<file path="src/rtl/regfile_multiport.sv">
// Multi-port register file with optional registered read, write-first bypass,
// hardwired-zero register 0 and a multi-cycle hardware clear sequencer.
module regfile_multiport #(
    parameter int DATA_WIDTH   = 8,
    parameter int ADDR_WIDTH   = 4,
    parameter int NB_READ      = 2,
    parameter int READ_LATENCY = 0,
    parameter int BYPASS       = 1,
    parameter int ZERO_REG     = 0
) (
    input  logic                          clk,
    input  logic                          rst_n,
    input  logic [DATA_WIDTH-1:0]         W,
    input  logic                          Wen,
    input  logic [ADDR_WIDTH-1:0]         WA,
    input  logic [NB_READ*ADDR_WIDTH-1:0] RA,
    output logic [NB_READ*DATA_WIDTH-1:0] RD,
    input  logic                          Clr,
    output logic                          Busy
);

    localparam int DEPTH = 2 ** ADDR_WIDTH;
    localparam logic [ADDR_WIDTH-1:0] LAST = ADDR_WIDTH'(DEPTH - 1);

    typedef enum logic {
        S_IDLE,
        S_CLEAR
    } state_t;

    state_t                  r_state;
    state_t                  w_state_next;
    logic [ADDR_WIDTH-1:0]   r_cnt;
    logic [ADDR_WIDTH-1:0]   w_cnt_next;
    logic [DATA_WIDTH-1:0]   r_mem [DEPTH];
    logic                    w_busy;
    logic                    w_wr_en;
    logic [NB_READ*DATA_WIDTH-1:0] w_rd;

    assign w_busy  = (r_state == S_CLEAR);
    assign w_wr_en = Wen && !w_busy && !((ZERO_REG != 0) && (WA == '0));
    assign Busy    = w_busy;

    // Clear sequencer state and counter
    always_ff @(posedge clk or negedge rst_n) begin
        if (!rst_n) begin
            r_state <= S_IDLE;
            r_cnt   <= '0;
        end else begin
            r_state <= w_state_next;
            r_cnt   <= w_cnt_next;
        end
    end

    // Next-state: walk every address once, then return to idle
    always_comb begin
        w_state_next = r_state;
        w_cnt_next   = r_cnt;
        unique case (r_state)
            S_IDLE: begin
                if (Clr) begin
                    w_state_next = S_CLEAR;
                    w_cnt_next   = '0;
                end
            end
            S_CLEAR: begin
                w_cnt_next = r_cnt + 1'b1;
                if (r_cnt == LAST) begin
                    w_state_next = S_IDLE;
                    w_cnt_next   = '0;
                end
            end
            default: begin
                w_state_next = S_IDLE;
                w_cnt_next   = '0;
            end
        endcase
    end

    // Storage: clearing has priority, normal writes only when idle
    always_ff @(posedge clk or negedge rst_n) begin
        if (!rst_n) begin
            for (int i = 0; i < DEPTH; i++) begin
                r_mem[i] <= '0;
            end
        end else if (w_busy) begin
            r_mem[r_cnt] <= '0;
        end else if (w_wr_en) begin
            r_mem[WA] <= W;
        end
    end

    // Per-port read value with zero register and write-first bypass
    always_comb begin
        w_rd = '0;
        for (int i = 0; i < NB_READ; i++) begin
            if ((ZERO_REG != 0) && (RA[i*ADDR_WIDTH +: ADDR_WIDTH] == '0)) begin
                w_rd[i*DATA_WIDTH +: DATA_WIDTH] = '0;
            end else if ((BYPASS != 0) && !w_busy && Wen &&
                         (WA == RA[i*ADDR_WIDTH +: ADDR_WIDTH])) begin
                w_rd[i*DATA_WIDTH +: DATA_WIDTH] = W;
            end else begin
                w_rd[i*DATA_WIDTH +: DATA_WIDTH] =
                    r_mem[RA[i*ADDR_WIDTH +: ADDR_WIDTH]];
            end
        end
    end

    generate
        if (READ_LATENCY == 1) begin : g_rd_reg
            logic [NB_READ*DATA_WIDTH-1:0] r_rd;

            // Registered read data, one cycle behind the address
            always_ff @(posedge clk or negedge rst_n) begin
                if (!rst_n) begin
                    r_rd <= '0;
                end else begin
                    r_rd <= w_rd;
                end
            end

            assign RD = r_rd;
        end else begin : g_rd_comb
            assign RD = w_rd;
        end
    endgenerate

endmodule

</file>
<file path="config.mk">
export PLATFORM = sky130hd
export DESIGN_NAME = regfile_multiport
export DESIGN_NICKNAME = d
export VERILOG_FILES = /design/src/rtl/regfile_multiport.sv
export SDC_FILE = /design/constraint.sdc
export NUM_CORES = 1
export LEC_CHECK = 0
export CORE_MARGIN = 5
export CORE_UTILIZATION = 25
export CTS_BUF_LIST = sky130_fd_sc_hd__clkbuf_2 sky130_fd_sc_hd__clkbuf_4 sky130_fd_sc_hd__clkbuf_8
export DETAILED_ROUTE_END_ITERATION = 10
export DONT_BUFFER_PORTS = 1
export REMOVE_ABC_BUFFERS = 1
export SLEW_MARGIN = 20
export SYNTH_ARGS = -nofsm -noshare
export SYNTH_HDL_FRONTEND = slang
export SYNTH_SLANG_ARGS = --single-unit
</file>
<file path="constraint.sdc">
create_clock -name clk -period 2.7 [get_ports clk]
set_clock_uncertainty 0.1 [all_clocks]
set_input_delay 0.675 -clock clk [delete_from_list [all_inputs] [get_ports clk]]
set_output_delay 0.675 -clock clk [all_outputs]
set_load 0.01 [all_outputs]
</file>
Word level (Yosys, flattened, before mapping) --
Index checks and enable logic that the tools add are counted.
Word-level totals: register bits 133, logic and storage cells 64
Operators by class: reductions and logical operators 7, bitwise operators 7, mux-type cells 21, eq/ne operators 4, $add $sub $neg 1, magnitude comparators 6
Operators with widths (number):
- $mux 128 | 2
- $and 128x128->128 | 1
- $bwmux 128 | 1
- $not 128->128 | 1
- $bmux 8 s4 | 2
- $demux 8 s4 | 2
- $mux 8 | 8
- $ge 5x5->1 const B | 4
- $not 4->5 | 4
- $lt 5x1->1 const B | 2
- $eq 4x4->1 | 2
- $mux 4 | 2
- $pmux 4 s2 | 1
- $logic_and 1x1->1 | 5
- $add 4x1->4 const B | 1
- $eq 4x4->1 const B | 1
- $mux 1 | 2
- $ne 2x2->1 const B | 1
- $pmux 1 s2 | 1
- $reduce_bool 2->1 | 1
- $logic_not 1->1 | 1
- $not 1->1 | 1

Logic depth before layout (Yosys ltp) --
Gate-level depths: netlist of the first run.
word-level depth 8, mapped depth 7, mapped depth without buffers 5

Worst setup path before layout of the first run --
No wires, ideal clock.
kind input to output, from input port RA[0], to output port RD[3], slack -218 ps, cell stages on the path 6, buffers on the path 2, data arrival time 2143 ps, required time 1925 ps, cells stage by stage buf_2 -> buf_2 -> mux4_2 -> mux2i_1 -> mux2i_1 -> mux2_2
Between the ends: word-level cells in the longest chain between the ends 5, elaborated cells between the ends (all ways) 7, classes of those cells eq/ne: 1; mux: 4; bitwise: 1; reduce/logical: 1
Ends and longest elaborated chain:
- from (decl) | line 16 | input logic [NB_READ*ADDR_WIDTH-1:0] RA,
- $not 4->5 (implied by the code) | line 103 | r_mem[RA[i*ADDR_WIDTH +: ADDR_WIDTH]];
- $bmux 8 s4 | line 103
- $mux 8 (implied by the code) (2 in a row) | line 103
- $mux 8 * | line 98 | end else if ((BYPASS != 0) && !w_busy && Wen &&
- to (decl) | line 17 | output logic [NB_READ*DATA_WIDTH-1:0] RD,
Mark *: on every way between the ends. The rest lies on a longest branch, timed or not. The select of a mux whose other input is x is not followed.

Worst setup path after layout of the first run --
from register r_mem[54] (netlist bit), to output port RD[6]
Between the ends: word-level cells in the longest chain between the ends 4
Ends and longest elaborated chain:
- from (decl) | line 34 | logic [DATA_WIDTH-1:0] r_mem [DEPTH];
- from (signal, indexed assignment) | line 83 | r_mem[i] <= '0;
- from (signal, indexed assignment) | line 86 | r_mem[r_cnt] <= '0;
- from (signal, indexed assignment) | line 88 | r_mem[WA] <= W;
- $bmux 8 s4 | line 103
- $mux 8 (implied by the code) (2 in a row) | line 103
- $mux 8 | line 98
Every way passes these cells. The select of a mux whose other input is x is not followed.

==> results of run 1 <==
cell usage in the layout, fill, tap and decap left out, types with 3 or more instances in the layout:
| cell | netlist | final |
|---|---|---|
| dfrtp_1 | 133 | 133 |
| a22o_1 | 128 | 128 |
| mux4_2 | 64 | 64 |
| buf_4 | 5 | 57 |
| mux2i_1 | 48 | 35 |
| clkbuf_8 | 0 | 17 |
| mux2_4 | 0 | 16 |
| a21oi_1 | 14 | 14 |
| mux2i_2 | 0 | 11 |
| nor2_1 | 9 | 9 |
| inv_8 | 0 | 8 |
| ha_1 | 6 | 6 |
| inv_6 | 0 | 6 |
| inv_1 | 5 | 5 |
| xor2_1 | 5 | 5 |
| a21oi_2 | 4 | 4 |
| nand2_1 | 4 | 4 |
| nand3_1 | 3 | 3 |
| nor3_2 | 3 | 3 |
| o31ai_1 | 3 | 3 |
| nor2_4 | 3 | 3 |
critical path: cells and delay by family (launching register included):
kind	cells	cell delay (ns)
flops	1	0.42
mux	4	1.12
routing by layer:
metal | wire, microns | share of wire
met4 | 546 | 0.024
met5 | 0 | 0
met1 | 9640 | 0.42
met2 | 10700 | 0.47
met3 | 2130 | 0.092
sequential cells by signal, summed over array words and instances, names as in the netlist:
name,flops
Busy,1
r_cnt,4
r_mem,128
worst paths after layout:
kind                                  startpoint                     end  slack, ns  cells after the start
setup / recovery           r_mem[54]$_DFFE_PN0P_                   RD[6]      -0.08                      4
hold / removal                             rst_n  r_mem[123]$_DFFE_PN0P_      -0.18                      0
setup reg to reg                  Busy$_DFF_PN0_   r_mem[19]$_DFFE_PN0P_       0.54                      4
hold reg to reg            r_mem[33]$_DFFE_PN0P_   r_mem[33]$_DFFE_PN0P_       0.42                      1
max in group asynchronous                  rst_n   r_mem[64]$_DFFE_PN0P_       2.42                      0
min in group clk                             Clr    r_cnt[1]$_DFFE_PN0P_       0.20                      1
stage by stage:
stage	setup WS, ns	hold slack [ns]	utilization	std cells	total power [mW]
after floorplan	0.209	0.279	-	471	3.49
after global placement	-0.0517	0.292	0.272	888	3.95
after detailed placement	-0.0403	0.290	0.272	888	3.98
after CTS	-0.0921	-0.215	0.294	936	5.77
after global routing	-0.182	-0.230	0.296	944	6.06
final	-0.0767	-0.185	0.296	944	5.80
Yosys cell counts (4+ instances only):
| master | instances |
|---|---|
| a22o_1 | 128 |
| buf_1 | 9 |
| nor2_1 | 9 |
| mux4_2 | 64 |
| mux2_2 | 16 |
| dfrtp_1 | 133 |
| a21oi_2 | 4 |
| a21oi_1 | 14 |
| clkbuf_1 | 14 |
| xor2_1 | 5 |
| buf_4 | 5 |
| inv_1 | 5 |
| buf_2 | 16 |
| ha_1 | 6 |
| nand2_1 | 4 |
| mux2i_1 | 48 |
power breakdown:
group | total, mW | switching (mW) | internal, mW
Combinational | 1.55 | 0.718 | 0.834
Clock | 1.68 | 0.980 | 0.700
Sequential | 2.57 | 0.271 | 2.30
Total | 5.80 | 1.97 | 3.83
repair_timing:
| item | 4_1_cts | 5_1_grt |
|---|---|---|
| setup endpoints to repair | 16 | 16 |
| gates resized for setup | 29 | 2 |
| buffers inserted | 16 | 8 |
| endpoints found under the hold margin | 133 | 133 |
area by class of cell:
| class | instances | area (sq um) |
|---|---|---|
| clock buffer | 17 | 234 |
| clock inverter | 15 | 148 |
| fill | 2916 | 20300 |
| inverter | 5 | 18.8 |
| multi-input combinational | 333 | 3910 |
| sequential | 133 | 3330 |
| tap | 384 | 480 |
| timing repair buffer | 57 | 428 |
logic make-up (layout without fill, tap and decap cells):
kind of cell	after synthesis	after routing
buf+inv	52	94
flops	133	133
fa+ha+maj	6	6
simple gates	38	38
xor+xnor	7	7
mux	128	128
compound gates	154	154
==> run metrics, run 1 <==
FMAX 360 MHz; Synth Instances 518; failing checks negative hold slack, negative setup slack; Synth Area per Inst 14.2 sq um; slowest CP cell mux4_2; Pre-Repair DR Iteration Count 5; register area share after synthesis 0.452; Total Routed Length 23000 microns; Clock Sinks 133; core area 28900 sq um; detailed-route via count 5219; final instance area 8540 sq um; main combinational cell family by area after synthesis multiplexers; # diodes 0; number of port buffers 0; share of the synthesized area in the top cell type 0.452; vias in the first global route 5448; Worst setup EP type output pin; drt wl/cell 24.4 microns; GR Util met1 0.188; Post-synth ARST share 1.00; minimum clock period 2.78 ns; Initial Util 0.255; Setup TNS -0.695 ns; Area contributors post-synth dfrtp_1 45%, mux4_2 20%, a22o_1 15%; post-synthesis mux area share 0.286; fin. max-slew vios 0; critical path class reg2out; detailed placer's ending HPWL 14600 microns; pwr dens 679 nW/um^2; Final Cycle Share 1.03; busiest grt layer met2; Area Growth Syn to Fin 16.1%; RePlAce Congestion 0.774; I/O pins 41; Reg clk slew, reported paths 0.10 ns; synthesis-stage register bit count 133; met2 usage 0.212; Leak Pwr 3.76 nW; Die Wd 182 microns; share of cells above drive strength 1 0.348; total grt overflow 0; Clk Latency, worst-skew pair 0.45 ns; Primary FF master, synth dfrtp_1; DP Area 7860 sq um; status complete, but fails checks; slowest cell delay on critical path 0.49 ns; worst endpoint data arrival time 2.00 ns; Synth Area in Compound Gates 0.175; CTS tree yes; first-pass GRT wire length 35000 microns; worst hold slack -0.185 ns; Post-synth EDFFs 0; Post-DRT Antenna Nets 0; Critical Path RT 1.92 ns; unrepaired setup endpoints after global routing true; die area 33000 sq um; VDD IR-drop max 0.000283 V; row cnt 62; met3 GRT Util 0.0476; largest net degree at the start of global routing 134; initial antenna violation count 0; Synth cell types 38; CTS max path bufs 2; worst path cell trace mux4_2 > mux2i_2 > mux2i_1 > mux2_4; Final Hold Fails 133; Rel. slew slack 0.375; CTS Buf Count 17; Synth area leader dfrtp_1; Worst Tran Pin Value 0.938 ns; Setup WS post-layout -0.0767 ns; Die Height 182 microns; CP max FO 3; Starting DRT DRC Count 519; Final Setup Violations 16; DRC 0; GRT Resource Usage Total 0.139; maxcap violations 0; worst hold path class in2async; routed vias/inst 5.53; startpoint types flip-flop; area of the mapped netlist 7360 sq um; Simple-Gate Fraction of Synth Area 0.0350; Synth warnings 0; Synth Area in XOR/XNOR 0.00833; Final nets 577; CTS root buf clkbuf_8; adder-cell area share of the yosys netlist 0.0102; H-tree depth 4
Power figures use the tool's default switching activity.
==> inputs of run 2 (changes only) <==
==> constraint.sdc (replaced) <==
create_clock -name clk -period 2.7 [get_ports clk]
set_clock_uncertainty 0.1 [all_clocks]
set_input_delay 0.405 -clock clk [delete_from_list [all_inputs] [get_ports clk]]
set_output_delay 0.405 -clock clk [all_outputs]
set_load 0.01 [all_outputs]
==> run 2 against run 1 <==
- the run ends with negative hold slack left
- clock power decreased by 5%
- non-clock buffer count decreased by 21
- first-iteration DRC count decreased by 8.5%
- worst setup slack improved by 0.13 ns
- critical path type unchanged
- critical endpoint is now RD[9]
- largest power group unchanged
==> run metrics, run 2 (synthesized netlist as in run 1, its figures left out) <==
status complete, but fails checks; failing checks negative hold slack; CP max FO 3 (unchanged); vias in the first global route 5230 (-4.0%); fin util 0.287 (-0.00919); final instance area 8280 sq um (-3.1%); slowest CP cell mux4_2; Rel. slew slack 0.348 (-0.0263); Setup TNS 0 ns (+0.695 ns); number of port buffers 0 (unchanged); CTS root buf clkbuf_8; Starting DRT DRC Count 475 (-8.5%); count of placed standard cells including taps 881 (-0.79%); post-CTS sizing 0 (-100%); maxcap violations 0 (unchanged); most frequent CP cell mux2i_1; VDD IR-drop max 0.000290 V (+2.3%); pre-CTS setup slack 0.451 ns (+0.491 ns); r2r worst-path depth 4 (unchanged); CTS tree yes; routed vias/inst 5.53 (about the same); Critical R2R Launch Busy$_DFF_PN0_; Post-DRT Antenna Nets 0 (unchanged); Reg clk slew, reported paths 0.08 ns (-0.02 ns); GRT Resource Usage Total 0.140 (+0.000689); Power Total 5.58 mW (-3.8%); largest net degree at the start of global routing 134 (unchanged); row cnt 62 (unchanged); unrepaired setup endpoints after global routing false; Finished Layout Cells 926 (-1.9%); Worst Path Buf+Inv 0 (unchanged); Reg-to-Reg End r_mem[83]$_DFFE_PN0P_; Worst setup EP type output pin; detailed placer's ending HPWL 14300 microns (-1.8%); Final nets 556 (-3.6%); H-tree depth 4 (unchanged); CTS Buf Count 17 (unchanged); sequential cell area 3330 sq um (unchanged); first-pass GRT wire length 34800 microns (-0.51%); Post-CTS Hold Buffers 10; Multi-input gate area 3780 sq um (-3.2%); FMAX 378 MHz (+5.1%); Area Growth Syn to Fin 12.5%; drt wl/cell 25.1 microns (+3.0%); slowest cell delay on critical path 0.47 ns (-0.02 ns); total grt overflow 0 (unchanged); DRC 0 (unchanged); fin. max-slew vios 0 (unchanged); Final Setup Violations 0 (-16); Initial Util 0.255 (unchanged); Critical Path RT 2.19 ns (+0.27 ns); post-CTS setup buffer count 0 (-16); worst hold path class in2async; minimum clock period 2.64 ns (-0.134 ns); most common cell after layout, fill and taps aside dfrtp_1; Worst Tran Pin Value 0.974 ns (+0.0358 ns); Pre-Repair DR Iteration Count 5 (unchanged); share of cells above drive strength 1 0.279 (-0.0694); Setup WS post-layout 0.0569 ns (+0.134 ns); Final Hold Fails 133 (unchanged); worst endpoint data arrival time 2.14 ns (+0.14 ns); initial antenna violation count 2 (+2); die area 33000 sq um (unchanged); Die Wd 182 microns (unchanged); Final Cycle Share 0.979 (-0.0495); Clk Latency, worst-skew pair 0.44 ns (about the same); pwr dens 674 nW/um^2 (-0.70%); detailed-route via count 5117 (-2.0%); RePlAce Congestion 0.825 (+6.7%); critical path class reg2out; Die Height 182 microns (unchanged); Top Family by Delay on Critical Path multiplexers; Reg with most FFs r_mem; startpoint types flip-flop; worst path cell trace mux4_2 > mux2i_1 > mux2i_1 > mux2_2; I/O pins 41 (unchanged); core area 28900 sq um (unchanged); CTS max path bufs 2 (unchanged); Total Routed Length 23300 microns (+1.1%); max reg flops 128 (unchanged); Leak Pwr 3.61 nW (-4.1%); worst hold slack -0.450 ns (-0.265 ns); DP Area 7800 sq um (-0.67%); R2R Setup Slk 0.47 ns (-0.07 ns); Clock Sinks 133 (unchanged); most frequent cells in the layout 133 x dfrtp_1, 128 x a22o_1, 64 x mux4_2; Fillers 2909 (-0.24%)
## run 2: changes by cell type in the layout (fill, tap and decap cells not counted), sizes merged
cell and change:
dlygate4sd3 +10, bufinv +1, clkinv +7, clkbuf +3, inv -12, buf -31, diode +4
## run 2: worst register-to-register path: stages, from the launching register on
cell	delay (ns)
dfrtp_1	0.42
nand4bb_1	0.25
nor2_1	0.76
a21oi_2	0.31
a22o_1	0.27
## run 2: metal layers
metal | GRT usage | part of all wire | vias to the layer above
met1 | 0.187 | 0.42 | 2730
met4 | 0.0573 | 0.029 | 0
met5 | 0 | 0 | -
met2 | 0.213 | 0.47 | 219
li1 | - | - | 2128
met3 | 0.0418 | 0.078 | 40
## run 2: report_power, final
group	total [mW]	switching, mW	internal, mW
sequential	2.57	0.273	2.30
clock	1.60	0.831	0.771
combinational	1.41	0.703	0.704
total	5.58	1.81	3.78
## run 2: how the worst max path moves through the flow
stage / endpoint / startpoint / cells after the start / slack (ns)
after floorplan: r_mem[120]$_DFFE_PN0P_ / Busy$_DFF_PN0_ / 4 / 0.64
after global placement: r_mem[81]$_DFFE_PN0P_ / Busy$_DFF_PN0_ / 4 / 0.46
after detailed placement: r_mem[81]$_DFFE_PN0P_ / Busy$_DFF_PN0_ / 4 / 0.45
after CTS: RD[9] / r_mem[17]$_DFFE_PN0P_ / 4 / 0.02
after global routing: RD[9] / r_mem[49]$_DFFE_PN0P_ / 4 / 0.005
final: RD[9] / r_mem[17]$_DFFE_PN0P_ / 4 / 0.06
## run 2: final cells by class
type                            count  area share
Multi-Input combinational cell    333       0.457
Sequential cell                   133       0.402
Tap cell                          384      0.0580
Timing Repair Buffer               36      0.0357
Clock buffer                       20      0.0317
Clock inverter                     11      0.0124
Inverter                            5     0.00227
Antenna cell                        4     0.00121
